[src/rtl/vga_pkg.sv]
`default_nettype none
// ============================================================================
//  Module   : vga_pkg
//  Brief    : Default 640x480@60 timing constants and the control bundle
//             carried through the sync/blank delay line.
//  Revision : 1.0
// ============================================================================
package vga_pkg;

   localparam int c_hres   = 640;
   localparam int c_vres   = 480;
   localparam int c_h_fp   = 16;
   localparam int c_h_sync = 96;
   localparam int c_h_bp   = 48;
   localparam int c_v_fp   = 10;
   localparam int c_v_sync = 2;
   localparam int c_v_bp   = 33;

   localparam int c_h_total    = c_hres + c_h_fp + c_h_sync + c_h_bp;
   localparam int c_v_total    = c_vres + c_v_fp + c_v_sync + c_v_bp;
   localparam int c_hs_start   = c_hres + c_h_fp;
   localparam int c_hs_end     = c_hs_start + c_h_sync;
   localparam int c_vs_start   = c_vres + c_v_fp;
   localparam int c_vs_end     = c_vs_start + c_v_sync;

   typedef struct packed {
      logic hsync;
      logic vsync;
      logic visible;
   } vga_ctl_t;

   // Inactive level for every delay-line stage: syncs high, not visible
   localparam vga_ctl_t c_ctl_idle = '{hsync: 1'b1, vsync: 1'b1, visible: 1'b0};

endpackage
`default_nettype wire

[src/rtl/vga_delay_line.sv]
`default_nettype none
// ============================================================================
//  Module   : vga_delay_line
//  Brief    : Fixed-depth shift register with async reset to a given value.
//  Revision : 1.0
// ============================================================================
module vga_delay_line #(
   parameter int               WIDTH     = 1,
   parameter int               DEPTH     = 1,
   parameter logic [WIDTH-1:0] RESET_VAL = '0
) (
   input  logic             clk,
   input  logic             rst,
   input  logic [WIDTH-1:0] i_din,
   output logic [WIDTH-1:0] o_dout
);

   logic [WIDTH-1:0] r_sr [DEPTH];

   always_ff @(posedge clk or posedge rst) begin
      if (rst) begin
         for (int i = 0; i < DEPTH; i++) r_sr[i] <= RESET_VAL;
      end else begin
         r_sr[0] <= i_din;
         for (int i = 1; i < DEPTH; i++) r_sr[i] <= r_sr[i-1];
      end
   end

   assign o_dout = r_sr[DEPTH-1];

endmodule
`default_nettype wire

[src/rtl/vga_timing_gen.sv]
`default_nettype none
// ============================================================================
//  Module   : vga_timing_gen
//  Brief    : VGA raster counters, pixel enable, and latency-matched
//             sync/blank/RGB output stage.
//  Revision : 1.0
// ============================================================================
module vga_timing_gen
   import vga_pkg::*;
#(
   parameter int HRES       = c_hres,
   parameter int VRES       = c_vres,
   parameter int H_FP       = c_h_fp,
   parameter int H_SYNC     = c_h_sync,
   parameter int H_BP       = c_h_bp,
   parameter int V_FP       = c_v_fp,
   parameter int V_SYNC     = c_v_sync,
   parameter int V_BP       = c_v_bp,
   parameter int PIX_DIV    = 2,
   parameter int RENDER_LAT = 1
) (
   input  logic       clk,
   input  logic       rst,
   output logic [9:0] x,
   output logic [9:0] y,
   output logic       pix_en,
   output logic       line_start,
   output logic       frame_start,
   input  logic [7:0] in_red,
   input  logic [7:0] in_green,
   input  logic [7:0] in_blue,
   output logic [7:0] red,
   output logic [7:0] green,
   output logic [7:0] blue,
   output logic       hsync,
   output logic       vsync,
   output logic       blank_n,
   output logic       sync_n,
   output logic       vga_clk
);

   localparam int H_TOTAL = HRES + H_FP + H_SYNC + H_BP;
   localparam int V_TOTAL = VRES + V_FP + V_SYNC + V_BP;
   localparam int DIV_W   = (PIX_DIV > 2) ? $clog2(PIX_DIV) : 1;

   localparam logic [DIV_W-1:0] c_div_last = DIV_W'(PIX_DIV - 1);
   localparam logic [DIV_W-1:0] c_div_half = DIV_W'(PIX_DIV / 2);
   localparam logic [9:0]       c_x_last   = 10'(H_TOTAL - 1);
   localparam logic [9:0]       c_y_last   = 10'(V_TOTAL - 1);
   // 11-bit decode bounds so an end value of exactly 1024 still compares
   localparam logic [10:0]      c_hs_lo    = 11'(HRES + H_FP);
   localparam logic [10:0]      c_hs_hi    = 11'(HRES + H_FP + H_SYNC);
   localparam logic [10:0]      c_vs_lo    = 11'(VRES + V_FP);
   localparam logic [10:0]      c_vs_hi    = 11'(VRES + V_FP + V_SYNC);
   localparam logic [10:0]      c_h_vis    = 11'(HRES);
   localparam logic [10:0]      c_v_vis    = 11'(VRES);

   if (H_TOTAL > 1024 || V_TOTAL > 1024) begin : g_bad_total
      $error("vga_timing_gen: H_TOTAL/V_TOTAL exceed 10-bit counters");
   end
   if (PIX_DIV < 2 || RENDER_LAT < 1) begin : g_bad_div_lat
      $error("vga_timing_gen: PIX_DIV must be >= 2 and RENDER_LAT >= 1");
   end

   logic [DIV_W-1:0] r_div;
   logic [9:0]       r_x, r_y;
   logic             r_pix_en, r_line_start, r_frame_start, r_vga_clk;
   logic             w_tick;
   vga_ctl_t         w_raw, w_dly, r_out;
   logic [7:0]       r_red, r_green, r_blue;

   assign w_tick = (r_div == c_div_last);

   always_ff @(posedge clk or posedge rst) begin
      if (rst) begin
         r_div         <= '0;
         r_x           <= '0;
         r_y           <= '0;
         r_pix_en      <= 1'b0;
         r_line_start  <= 1'b0;
         r_frame_start <= 1'b0;
         r_vga_clk     <= 1'b0;
      end else begin
         r_div         <= w_tick ? '0 : r_div + 1'b1;
         r_pix_en      <= w_tick;
         r_line_start  <= 1'b0;
         r_frame_start <= 1'b0;
         r_vga_clk     <= (r_div >= c_div_half);
         if (w_tick) begin
            if (r_x == c_x_last) begin
               r_x          <= '0;
               r_line_start <= 1'b1;
               if (r_y == c_y_last) begin
                  r_y           <= '0;
                  r_frame_start <= 1'b1;
               end else begin
                  r_y <= r_y + 1'b1;
               end
            end else begin
               r_x <= r_x + 1'b1;
            end
         end
      end
   end

   always_comb begin
      w_raw         = c_ctl_idle;
      w_raw.hsync   = !(({1'b0, r_x} >= c_hs_lo) && ({1'b0, r_x} < c_hs_hi));
      w_raw.vsync   = !(({1'b0, r_y} >= c_vs_lo) && ({1'b0, r_y} < c_vs_hi));
      w_raw.visible = ({1'b0, r_x} < c_h_vis) && ({1'b0, r_y} < c_v_vis);
   end

   // Matches the renderer's latency so control meets its colour data
   vga_delay_line #(
      .WIDTH     ($bits(vga_ctl_t)),
      .DEPTH     (RENDER_LAT),
      .RESET_VAL (c_ctl_idle)
   ) u_ctl_dly (
      .clk    (clk),
      .rst    (rst),
      .i_din  (w_raw),
      .o_dout (w_dly)
   );

   always_ff @(posedge clk or posedge rst) begin
      if (rst) begin
         r_out   <= c_ctl_idle;
         r_red   <= '0;
         r_green <= '0;
         r_blue  <= '0;
      end else begin
         r_out   <= w_dly;
         r_red   <= w_dly.visible ? in_red   : 8'h00;
         r_green <= w_dly.visible ? in_green : 8'h00;
         r_blue  <= w_dly.visible ? in_blue  : 8'h00;
      end
   end

   assign x           = r_x;
   assign y           = r_y;
   assign pix_en      = r_pix_en;
   assign line_start  = r_line_start;
   assign frame_start = r_frame_start;
   assign red         = r_red;
   assign green       = r_green;
   assign blue        = r_blue;
   assign hsync       = r_out.hsync;
   assign vsync       = r_out.vsync;
   assign blank_n     = r_out.visible;
   assign sync_n      = 1'b0;
   assign vga_clk     = r_vga_clk;

endmodule
`default_nettype wire

[config.mk]
export PLATFORM = sky130hd
export DESIGN_NAME = vga_timing_gen
export DESIGN_NICKNAME = d
export VERILOG_FILES = /design/src/rtl/vga_pkg.sv /design/src/rtl/vga_delay_line.sv /design/src/rtl/vga_timing_gen.sv
export SDC_FILE = /design/constraint.sdc
export NUM_CORES = 1
export LEC_CHECK = 0
export ABC_AREA = 0
export CAP_MARGIN = 5
export CORE_ASPECT_RATIO = 1.25
export CORE_UTILIZATION = 47
export CTS_BUF_LIST = sky130_fd_sc_hd__clkbuf_4 sky130_fd_sc_hd__clkbuf_8 sky130_fd_sc_hd__clkbuf_16
export DETAILED_ROUTE_END_ITERATION = 10
export PLACE_DENSITY = 0.88
export SLEW_MARGIN = 20
export SYNTH_ARGS = -nofsm -noshare
export SYNTH_HDL_FRONTEND = slang
export SYNTH_SLANG_ARGS = --single-unit
export TNS_END_PERCENT = 5
[constraint.sdc]
create_clock -name clk -period 2.75 [get_ports clk]
set_input_delay 0.55 -clock clk [delete_from_list [all_inputs] [get_ports clk]]
set_output_delay 0.55 -clock clk [all_outputs]
set_load 0.01 [all_outputs]
* Yosys cells after proc, flatten, opt, wreduce, memory -nomap -nowiden
Cells that the tools add are included.
** Cells by class
- Muxes and demuxes :: 11
- Add/subtract/negate cells :: 3
- Reductions and logical operators :: 6
- Equal/unequal tests :: 2
- Order comparisons :: 7
** Operators by type and width (number)
- $mux W8 :: 3
- $add A10 B1 Y10 const B :: 2
- $eq A10 B10 Y1 const B :: 2
- $lt A10 B10 Y1 const B :: 2
- $lt A10 B9 Y1 const B :: 2
- $mux W10 :: 2
- $ge A10 B10 Y1 const B :: 1
- $ge A10 B9 Y1 const B :: 1
- $mux W1 :: 6
- $logic_and A1 B1 Y1 :: 3
- $logic_not A1 Y1 :: 2
- $reduce_and A2 Y1 :: 1
- $add A1 B1 Y1 const B :: 1
- $ge A1 B1 Y1 const B :: 1
** Word-level totals
- Register bits :: 55
- Output and inout port bits :: 52
- Logic and storage cells :: 43
- Input bits :: 26

* Depth between registers and ports, before layout
- Depth after elaboration :: 4
- Gate-level depth with buffers :: 8
- Depth with buffers taken out :: 6

* Cells and area by module
A second synthesis with hierarchy kept.
** Unflattened totals
- Cells, all modules :: 184
- Area, all modules :: 2157.1 um2
** Modules (own cells, without submodules)
- vga_timing_gen :: instances 1, area each 2075.7 um2, cells each 180, sequential area each 1278.7 um2
- vga_delay_line :: instances 1, area each 81.3 um2, cells each 4, sequential area each 77.6 um2

* Least setup slack after synthesis
OpenSTA, ideal clock, no wires.
- Kind :: register to register
- From :: register r_x[0] (netlist: x[0])
- To :: register r_y[9] (netlist: y[9])
- Slack :: 1069 ps
- Data required time :: 2673 ps
- Setup time :: 77 ps
- Arrival :: 1604 ps
- Buffers on the path :: 1
- Stages on the path, launching flop included :: 7
- Clock period less this slack :: 1681 ps
- Cell sequence :: dfrtp_1 > ha_1 > and4_1 > buf_6 > nand3_4 > or4_1 > a21oi_1
** Between the ends
- Word-level cells in the longest chain between the ends :: 2
** Ends and longest elaborated chain
- from (decl) :: line vga_timing_gen.sv:66 : logic [9:0] r_x, r_y;
- from (signal assigned) :: line vga_timing_gen.sv:100 : r_x <= r_x + 1'b1;
- $eq A10 B10 Y1 :: line vga_timing_gen.sv:90 : if (r_x == c_x_last) begin
- $reduce_and A2 Y1 (no source line)
- to (signal assigned) :: line vga_timing_gen.sv:97 : r_y <= r_y + 1'b1;
- to (decl) :: line vga_timing_gen.sv:66
No other way between the ends.
A chain may end at the register's enable or synchronous reset.

* Worst setup path after layout
- From :: register r_y[2] (netlist: y[2])
- To :: output y[2]
** RTL lines
- to (decl) :: line vga_timing_gen.sv:25 : output logic [9:0] y,
No word-level cell between the ends.

==> metrics.md <==
| Metric | Value |
|---|---|
| Row count | 27 |
| Max_cap viols | 0 |
| Iter 0 DRT Violations | 32 |
| Synth top area share | between 50% and 60% |
| Critical path's largest stage delay | around 0.59 ns |
| Post-synth top cells | dfrtp_1, and2_1, nand4_1, nor2_1, inv_1 |
| Endpoints failing setup | 0 |
| Syn_area_per_cell | 12.43 sq um |
| Status | completed |
| Clock transition at the registers of the reported paths | around 0.09 ns |
| Simple-gate portion of the synthesized area | around a fifth |
| Ys flop type | dfrtp_1 |
| Routed wire length per instance | 12.66 microns |
| Internal Power | 1.271 mW |
| Placed cell area | 2953 sq um |
| Vias in the first global route | around 1400 |
| Post-Synth Adder-Cell Area | just under 3% |
| CP Cell Sequence | clkdlybuf4s50_1 |
| Buffers added on ports | between 70 and 80 |
| Clock root buffer | clkbuf_8 |
| EDFF count, synth | 0 |
| Drt drc | 0 |
| Final period utilization | between 60% and 70% |
| Largest family of logic cells by synthesized area | simple AND/OR/NAND/NOR gates |
| Power Dens Cells | ~500 nW/um^2 |
| # fillers | ~310 |
| Initial core utilization | between 40 and 50% |
| Clock power share | about two fifths |
| Leak | about 1.3 nW |
| Maximum buffer depth of the clock tree | 2 |
| Setup Crit Path Kind | reg -> out |
| DP Wirelength | a little under 3000 microns |
| Async set-reset flop share out of synthesis | 100.0% |
| Worst VDD drop | approximately 0.34 mV |
| Via count | about 1500 |
| Largest net degree at the start of global routing | 30 |
| CP Capture Type | primary output |
| Min-delay worst type | reg -> reg |
| Max Clock Freq | 525.6 MHz |
| Metal-1 WL | about 1600 microns |
| Initial antenna violation count | 0 |
| Largest area contributor in the netlist | dfrtp_1 |
| Xor/xnor cell area share of the yosys netlist | between 5 and 6% |
| CP max FO | 7 |
| Syn_nets | 203 |
| Metal2 WL | 1996 microns |
| Final wirelength | around 3900 microns |
| Synth unique cells | 34 |
| CTS sink count | 54 |
| DR pass1 iterations | 4 |
| Clock skew | between 0.002 and 0.003 ns |
| Fin crit period | roughly 1.9 ns |
| Worst reg-to-reg path cell count | 5 |
| First-pass GRT wire length | approximately 6500 microns |
| Multiplexer share of the synthesized area | less than 1% |
| N_diodes | 0 |
| Worst skew pair latency | 0.30 ns |
| Net Sw Power | 0.2785 mW |
| Die width | 62.33 microns |
| Postcts setup bufs | 0 |
| Register area share after synthesis | between 60 and 70% |
| CTS tree | built |
| Part of the power in registers | between 50% and 60% |
| Met3 wire len | 234 microns |
| Total number of yosys warnings | 0 |
| Slack of the worst reg-to-reg path | about 0.85 ns |
| Compound-Gate Fraction of Synth Area | 3.218% |
| Total GRT Usage | 17.68% |
| H-tree levels | 2 |
| Syn Inst Count | roughly 170 |
| Slowest-stage cell, CP | clkdlybuf4s50_1 |
| Most common cell in the netlist | dfrtp_1 |
| Logic pwr share | 7.1% |
| Worst hold path stage count | 0 |
| Sw Ratio | between 15 and 20% |
| Synthesized flop and latch total | 54 |
| Top post-synthesis cells by area | dfrtp_1, and2_1, dfstp_2, ha_1, xor2_1 |
| Max layer used | met4 |
| I/O pin cnt | between 70 and 80 |
| Vias per inst | a little under 5 |
| CP arrival | 1.35 ns |
| Slew of the pin with the lowest slew margin | 0.5413 ns |
| Crit path max-delay family | buffers and inverters |
| Share of cells above drive strength 1 | under 10% |
| Post-route ant nets | 0 |
| Total grt overflow | 0 |
| Endpoints failing hold | 0 |
| RSZ-0062 raised after global routing | no |
| Setup crit start kind | flip-flop |
| Area grow syn2layout | 44.76% |
| Worst path buffer plus inverter count | 1 |
| Cell count along the critical path | 1 |
| Post-cts gate resize count | 0 |
| Worst slew margin | between 60% and 70% |
| Total core area | around 4400 sq um |
| GPL Wtd Cong | 0.8679 |
| Final net count | approximately 280 |
| Post-Layout Inst Area | about 3100 sq um |
| CTS Hold Bufs | 0 |
| Critical Path RT | ~2.2 ns |
| TritonCTS Buffers | 5 |
| Setup TNS | 0 ns |
| Die Area | between 4000 and 5000 sq um |
| Cell Area, Synth | between 2000 and 2500 sq um |
| Final max-slew violation count | 0 |
| Die H | 77.41 microns |
==> flip-flops by register name, indices dropped and copies added (netlist names), 3 cells and up <==
register and count:
u_ctl_dly.o_dout 3, green 8, red 8, x 10, y 10, blue 8
==> layout by cell type (no fill, tap or decap), types with 2 or more instances in the layout <==
cell type        synthesis  layout
o21a_1                   2       2
dfstp_2                  4       4
nor3_1                   4       4
bufinv_16                0       2
and2_1                  27      27
dfrtp_1                 50      50
o21ai_0                  4       4
nor2_1                   9       9
xnor2_1                  6       6
xor2_1                   7       7
nand2_1                  4       4
inv_1                    8       7
ha_1                     5       5
mux2i_1                  2       2
nand4_1                  9       9
nand3_1                  5       5
a21oi_1                  2       2
clkbuf_8                 0       6
clkdlybuf4s50_1          0      76
and3_1                   5       5
==> path summary, 6_finish.rpt <==
| check | from | endpoint |
|---|---|---|
| worst min register to register | u_ctl_dly.o_dout[1] | vsync |
| worst max-delay path | y[2] | y[2] |
| worst min-delay path | u_ctl_dly.o_dout[1] | vsync |
| max in group asynchronous | rst | u_ctl_dly.o_dout[1] |
| min in group asynchronous | rst | blue[5] |
| worst max register to register | x[0] | y[9] |
==> cell families (layout without fill, tap and decap cells) <==
logic type | Yosys count | after routing
and+or+nand+nor | 72 | 72
DFF | 54 | 54
buffers and inverters | 14 | 93
xor gates and xnor gates | 13 | 13
AOI/OAI and AO/OA | 11 | 11
adders and majority gates | 5 | 5
muxes | 2 | 2
other | 1 | 1
==> power groups by stage <==
stage / Sequential, mW / Combinational [mW] / Clock, mW
CTS: 0.815 / 0.113 / 0.643
global placement: 0.831 / 0.110 / 0
global route: 0.817 / 0.120 / 0.683
detailed placement: 0.831 / 0.112 / 0
finish: 0.815 / 0.110 / 0.624
floorplan: 0.842 / 0.0251 / 0
==> routing by layer <==
| layer | GRT usage, % | vias up |
|---|---|---|
| met5 | 0 | - |
| met4 | 7.674 | 0 |
| met3 | 5.000 | 7 |
| met2 | 29.12 | 51 |
| met1 | 21.70 | 708 |
| li1 | - | 726 |
==> layout make-up <==
type | instances | area [sq um] | area share, %
Clock buffer | 6 | 82.58 | 2.668
Clock inverter | 2 | 60.06 | 1.940
Inverter | 8 | 30.03 | 0.9701
Multi-Input combinational cell | 104 | 713.2 | 23.04
Sequential cell | 54 | 1356 | 43.82
Tap cell | 58 | 72.57 | 2.344
Timing Repair Buffer | 77 | 780.7 | 25.22
==> metrics by stage <==
stage | instances | setup slack (ns) | hold slack [ns] | util (%) | total power, mW
after CTS | 309 | 0.8294 | 0.3602 | 70.48 | 1.571
after detailed placement | 301 | 0.8565 | 0.3472 | 67.24 | 0.9433
after global routing | 309 | 0.6848 | 0.3657 | 70.48 | 1.620
final | 309 | 0.8474 | 0.3588 | 70.48 | 1.549
after floorplan | 172 | 0.8920 | 0.3452 | - | 0.8667
after global placement | 301 | 0.9555 | 0.3461 | 67.24 | 0.9411
Note: power is estimated with default switching activity, not from simulation.
